**src/rtl/fft_pkg.sv**
```systemverilog
// Shared constants and the per-frame result record for the FFT peak detector.
// Latency: n/a (declarations only).
// Backpressure: n/a (declarations only).
package fft_pkg;

  localparam int N_POINTS = 16;
  localparam int DATA_W   = 16;
  localparam int BIN_W    = $clog2(N_POINTS);
  localparam int MAG_W    = 2 * DATA_W;
  localparam int ENERGY_W = MAG_W + BIN_W;

  // One record per completed frame.
  typedef struct packed {
    logic [BIN_W-1:0]    peak_bin;
    logic [MAG_W-1:0]    peak_mag;
    logic [ENERGY_W-1:0] energy;
  } result_t;

endpackage

```
**src/rtl/fft_mag_sq.sv**
```systemverilog
// Registered magnitude-squared of one complex bin, with valid and bin index carried alongside.
// Latency: 1 cycle from in_vld to out_vld.
// Backpressure: none; the caller only asserts in_vld for accepted bins.
module fft_mag_sq
  import fft_pkg::*;
(
  input  logic                     clk,
  input  logic                     reset,
  input  logic                     in_vld,
  input  logic [BIN_W-1:0]         in_bin,
  input  logic signed [DATA_W-1:0] in_real,
  input  logic signed [DATA_W-1:0] in_imag,
  output logic                     out_vld,
  output logic [BIN_W-1:0]         out_bin,
  output logic [MAG_W-1:0]         out_mag
);

  logic signed [MAG_W-1:0] re_sq;
  logic signed [MAG_W-1:0] im_sq;
  logic [MAG_W-1:0]        mag_sum;

  // Each signed square is at most 2^30, so the unsigned sum (max 2^31) fits without saturation.
  always_comb begin
    re_sq   = MAG_W'(in_real) * MAG_W'(in_real);
    im_sq   = MAG_W'(in_imag) * MAG_W'(in_imag);
    mag_sum = $unsigned(re_sq) + $unsigned(im_sq);
  end

  // Pipeline register: magnitude, valid and bin index move together.
  always_ff @(posedge clk or negedge reset) begin
    if (!reset) begin
      out_vld <= 1'b0;
      out_bin <= '0;
      out_mag <= '0;
    end else begin
      out_vld <= in_vld;
      out_bin <= in_bin;
      out_mag <= mag_sum;
    end
  end

endmodule

```
**src/rtl/fft_peak_detect.sv**
```systemverilog
// Per-frame peak-bin search and total energy over the FFT output stream, one result per frame.
// Latency: last bin accepted at T -> out_push_F at T+3 when out_stall is low.
// Backpressure: single result buffer; only the final bin of the next frame is stalled while it is full.
module fft_peak_detect
  import fft_pkg::*;
#(
  parameter bit SKIP_DC = 1'b0
) (
  input  logic                     clk,
  input  logic                     reset,
  input  logic                     in_push,
  input  logic signed [DATA_W-1:0] in_real,
  input  logic signed [DATA_W-1:0] in_imag,
  output logic                     in_stall,
  output logic                     out_push_F,
  output logic [BIN_W-1:0]         out_peak_bin_F,
  output logic [MAG_W-1:0]         out_peak_mag_F,
  output logic [ENERGY_W-1:0]      out_energy_F,
  input  logic                     out_stall
);

  localparam logic [BIN_W-1:0] LAST_BIN = BIN_W'(N_POINTS - 1);

  logic                accept;
  logic [BIN_W-1:0]    bin_cnt;
  logic                s1_vld;
  logic [BIN_W-1:0]    s1_bin;
  logic [MAG_W-1:0]    s1_mag;
  logic [ENERGY_W-1:0] energy_acc;
  logic [MAG_W-1:0]    peak_mag;
  logic [BIN_W-1:0]    peak_bin;
  logic [ENERGY_W-1:0] nxt_energy;
  logic [MAG_W-1:0]    nxt_peak_mag;
  logic [BIN_W-1:0]    nxt_peak_bin;
  logic                load_result;
  logic                drain_result;
  logic                result_full;
  result_t             result_buf;

  // Holding back only the last bin of the next frame lets the earlier bins keep streaming
  // while a finished result waits for the downstream consumer.
  assign in_stall     = result_full && ((s1_vld && (s1_bin == LAST_BIN)) || (bin_cnt == LAST_BIN));
  assign accept       = in_push && !in_stall;
  assign load_result  = s1_vld && (s1_bin == LAST_BIN);
  assign drain_result = result_full && !out_stall;

  // Bin index of the next accepted sample; wraps at the frame boundary.
  always_ff @(posedge clk or negedge reset) begin
    if (!reset) begin
      bin_cnt <= '0;
    end else if (accept) begin
      bin_cnt <= (bin_cnt == LAST_BIN) ? '0 : bin_cnt + 1'b1;
    end
  end

  fft_mag_sq u_mag_sq (
    .clk     (clk),
    .reset   (reset),
    .in_vld  (accept),
    .in_bin  (bin_cnt),
    .in_real (in_real),
    .in_imag (in_imag),
    .out_vld (s1_vld),
    .out_bin (s1_bin),
    .out_mag (s1_mag)
  );

  // Accumulator update including the current bin; bin 0 restarts the frame so frames never blend.
  always_comb begin
    nxt_energy   = energy_acc;
    nxt_peak_mag = peak_mag;
    nxt_peak_bin = peak_bin;
    if (s1_vld) begin
      if (s1_bin == '0) begin
        nxt_energy   = ENERGY_W'(s1_mag);
        nxt_peak_bin = '0;
        nxt_peak_mag = SKIP_DC ? '0 : s1_mag;
      end else begin
        nxt_energy = energy_acc + ENERGY_W'(s1_mag);
        // Strict compare keeps the lowest index on ties; with DC skipped, bin 1 always takes over.
        if ((SKIP_DC && (s1_bin == BIN_W'(1))) || (s1_mag > peak_mag)) begin
          nxt_peak_mag = s1_mag;
          nxt_peak_bin = s1_bin;
        end
      end
    end
  end

  // Stage-2 accumulator registers.
  always_ff @(posedge clk or negedge reset) begin
    if (!reset) begin
      energy_acc <= '0;
      peak_mag   <= '0;
      peak_bin   <= '0;
    end else begin
      energy_acc <= nxt_energy;
      peak_mag   <= nxt_peak_mag;
      peak_bin   <= nxt_peak_bin;
    end
  end

  // Single-entry result buffer; a load takes priority, though the stall rule keeps load and drain apart.
  always_ff @(posedge clk or negedge reset) begin
    if (!reset) begin
      result_full <= 1'b0;
      result_buf  <= '0;
    end else if (load_result) begin
      result_full <= 1'b1;
      result_buf  <= '{peak_bin: nxt_peak_bin, peak_mag: nxt_peak_mag, energy: nxt_energy};
    end else if (drain_result) begin
      result_full <= 1'b0;
    end
  end

  // One-cycle result strobe; data fields hold their last value between pushes.
  always_ff @(posedge clk or negedge reset) begin
    if (!reset) begin
      out_push_F     <= 1'b0;
      out_peak_bin_F <= '0;
      out_peak_mag_F <= '0;
      out_energy_F   <= '0;
    end else begin
      out_push_F <= drain_result;
      if (drain_result) begin
        out_peak_bin_F <= result_buf.peak_bin;
        out_peak_mag_F <= result_buf.peak_mag;
        out_energy_F   <= result_buf.energy;
      end
    end
  end

endmodule

```
**config.mk**
```make
export PLATFORM = sky130hd
export DESIGN_NAME = fft_peak_detect
export DESIGN_NICKNAME = d
export VERILOG_FILES = /design/src/rtl/fft_pkg.sv /design/src/rtl/fft_mag_sq.sv /design/src/rtl/fft_peak_detect.sv
export SDC_FILE = /design/constraint.sdc
export NUM_CORES = 2
export LEC_CHECK = 0
export CAP_MARGIN = 5
export CELL_PAD_IN_SITES_DETAIL_PLACEMENT = 0
export CELL_PAD_IN_SITES_GLOBAL_PLACEMENT = 1
export CORE_ASPECT_RATIO = 0.6
export CORE_MARGIN = 3
export CORE_UTILIZATION = 40
export CTS_CLUSTER_SIZE = 40
export DETAILED_ROUTE_END_ITERATION = 10
export DONT_BUFFER_PORTS = 1
export PLACE_DENSITY_LB_ADDON = 0.1
export REMOVE_ABC_BUFFERS = 1
export SYNTH_ARGS = -nofsm -noshare
export SYNTH_HDL_FRONTEND = slang
export SYNTH_SLANG_ARGS = --single-unit
```
**constraint.sdc**
```tcl
create_clock -name clk -period 3.5 [get_ports clk]
set_input_delay 0.7 -clock clk [delete_from_list [all_inputs] [get_ports clk]]
set_output_delay 0.7 -clock clk [all_outputs]
set_load 0.01 [all_outputs]
```
==> impl_metrics.yaml <==
cts:
  htreeDepth: 1
  insertion_delay_ps: 550
  root_buffer: "clkbuf_16"
  clockBufferDepth: 3
  clkTransAtPathRegs_ps: 60
  cts_buffers: 28
  cts_tree: "built"
  clock-sinks: 259
sta:
  setup_viol: 27
  slew_violations: 0
  hold_slack_ps: -156
  fin_skew_ps: 10.2
  worst_pin_slew_ps: 797
  period_minus_slack_ps: 6590
  fmax_ghz: 0.152
  worst_slack_ps: -3090
  grt_setup_unrepaired: "yes"
  slew-limit-headroom_pct: 46.9
  final.setup.tns_ps: -62480
  finalCritPeriodShare_pct: 188
  finalHoldViolCount: 259
critical_path:
  arrival_ps: 7000
  worstPathMaxFanout: 19
  end_kind: "register"
  worstSetupPathType: "in -> reg"
  cp-start-kind: "input port"
  required_ps: 3920
global_routing:
  grt_max_degree: 260
  grt_pass1_vias: 22900
  grtUsageTotal_pct: 20.8
  grt_pass1_wl_um: 131000
  antenna_found_initial: 0
  grt_overflow: 0
placed_design:
  gp_congestion: 0.873
  place_area_um2: 33100
  port_buffers: 0
  place_hpwl_um: 65500
drt:
  via_count: 21600
  routed_wl_um: 80700
  postRouteAntennaNets: 0
  first_pass_iters: 5
  wl_per_cell_um: 18.5
  via_per_inst: 4.95
  drt_iter0_markers: 1472
  drc_errors: 0
synth:
  syn_avg_cell_area_um2: 9.61
  ys_warn_count: 0
  synth_edf_count: 0
  synth_cells: 3145
  synth_largest_area_cell: "fa_1"
  yosys-top-cells-count: "671 x inv_1, 523 x fa_1, 431 x nand2_1"
  ys_seq_area_share_pct: 21.4
  yosys-top-cells-area: "fa_1 35%, dfrtp_1 21%, ha_1 8.8%"
  async_flop_share_pct: 100
  syn_area_um2: 30200
  ys.flop_type: "dfrtp_1"
  yosysMostFrequentCell: "inv_1"
  synth_top_cell_area_share_pct: 34.6
  synth-seq-cells: 259
  synth.distinct_cells: 79
floorplanning:
  rows: 77
  fp.dieH_um: 219
  die_w_um: 361
  start_util_pct: 40.7
  num_io_pins: 110
  die_area_um2: 79000
  fp.coreArea_um2: 74200
outcome:
  status: "complete, but fails checks"
  violations: "hold timing, setup timing"
finish:
  syn_to_final_growth_pct: 16.1
  final_area_um2: 35100
  antenna_cells: 0
  drive_gt1_share_pct: 17.9
  nets: 4122
hold_path:
  hold_path_class: "in -> async"
job:
  maxCapViolCount: 0
[through the flow]
stage / instances / setup slack, ps / util [%] / hold slack (ps)
after floorplan: 3025 / -4790 / - / 377
after global placement: 4288 / -3840 / 44.6 / 402
after detailed placement: 4288 / -3920 / 44.6 / 408
after CTS: 4349 / -3070 / 46.8 / -187
after global routing: 4356 / -3300 / 47.3 / -183
final: 4356 / -3090 / 47.3 / -156
[flip-flops by register name, summed over array words and instances, names as in the netlist]
register	flops
u_mag_sq.out_mag	32
u_mag_sq.out_vld	1
energy_acc	36
peak_mag	32
out_peak_mag_F	32
u_mag_sq.out_bin	4
result_buf	72
out_push_F	1
bin_cnt	4
result_full	1
peak_bin	4
out_energy_F	36
out_peak_bin_F	4
[cell usage in the layout (no fill, tap or decap), types with 11 or more instances in the layout]
master     synthesis  layout
a21o_1            33      33
a21oi_1           97      82
a31oi_1           50      49
and2_1            99      89
buf_4              4     275
buf_6              1      16
clkbuf_16          0      29
dfrtp_1          259     258
fa_1             523     492
fa_2               0      31
ha_1             212     184
ha_4               0      26
inv_1            671     617
inv_2              1      49
mux2_1            12      12
mux2_2            34      34
nand2_1          431     422
nand3_1           16      14
nand4_1           55      55
nor2_1           159     138
nor2_2             0      14
nor2b_1           20      20
nor3_1            21      18
o21a_1            14      14
o21ai_0           57      46
o21ai_1            9      11
o31ai_1           35      34
xnor2_1           58      53
xor2_1            18      17
[cell families after synthesis]
family,after synthesis,synth area share [%]
xor gates and xnor gates,76,2.20
buffers and inverters,793,10.0
adders and majority gates,735,43.4
AOI/OAI and AO/OA,364,7.85
muxes,56,2.05
other,1,0.0124
DFF,259,21.4
and+or+nand+nor,861,13.0
[critical path, cell delays in order]
cell	delay [ps]
and2_4	130
inv_1	40
fa_1	490
inv_2	50
fa_1	520
inv_2	40
fa_1	540
inv_2	50
fa_1	570
fa_1	440
fa_1	470
fa_2	580
inv_2	40
fa_1	500
inv_2	50
ha_4	280
nand4_1	140
nor2_2	150
a21oi_2	70
o31ai_2	260
buf_4	160
a31oi_4	110
nor4b_2	240
buf_4	160
o41ai_2	70
xnor2_1	140
[layout make-up]
cell class	instances	area [um2]
Fill cell	7031	39100
Multi-Input combinational cell	2093	21600
Sequential cell	259	6480
Inverter	673	2550
Timing Repair Buffer	296	2340
Tap cell	987	1230
Clock buffer	42	875
Clock inverter	6	30.0
[path summary, 6_finish.rpt]
path	start	end	slack, ps	cells after the start
max in group asynchronous	reset	out_peak_mag_F[26]	3340	0
min in group clk	out_stall	result_full	280	2
hold reg to reg	bin_cnt[3]	u_mag_sq.out_bin[3]	440	0
setup / recovery	in_imag[5]	u_mag_sq.out_mag[31]	-3090	26
hold / removal	reset	out_push_F	-160	0
setup reg to reg	u_mag_sq.out_mag[1]	result_buf[34]	200	10
[routing by layer]
layer	GRT usage, %	part of all wire (%)
met4	3.24	1.3
met2	30.0	40
met3	1.88	4.3
met1	34.2	54
met5	0	0
[what timing repair did]
action / 4_1_cts / 5_1_grt
hold endpoints to repair: 259 / 259
gates resized for setup: 153 / 99
setup buffers: 17 / 10
pin swaps: 110 / 87
setup endpoints to repair: 27 / 27
Power is not shown: default switching activity piles up to over one toggle a cycle in this logic, so the estimate is an artifact.
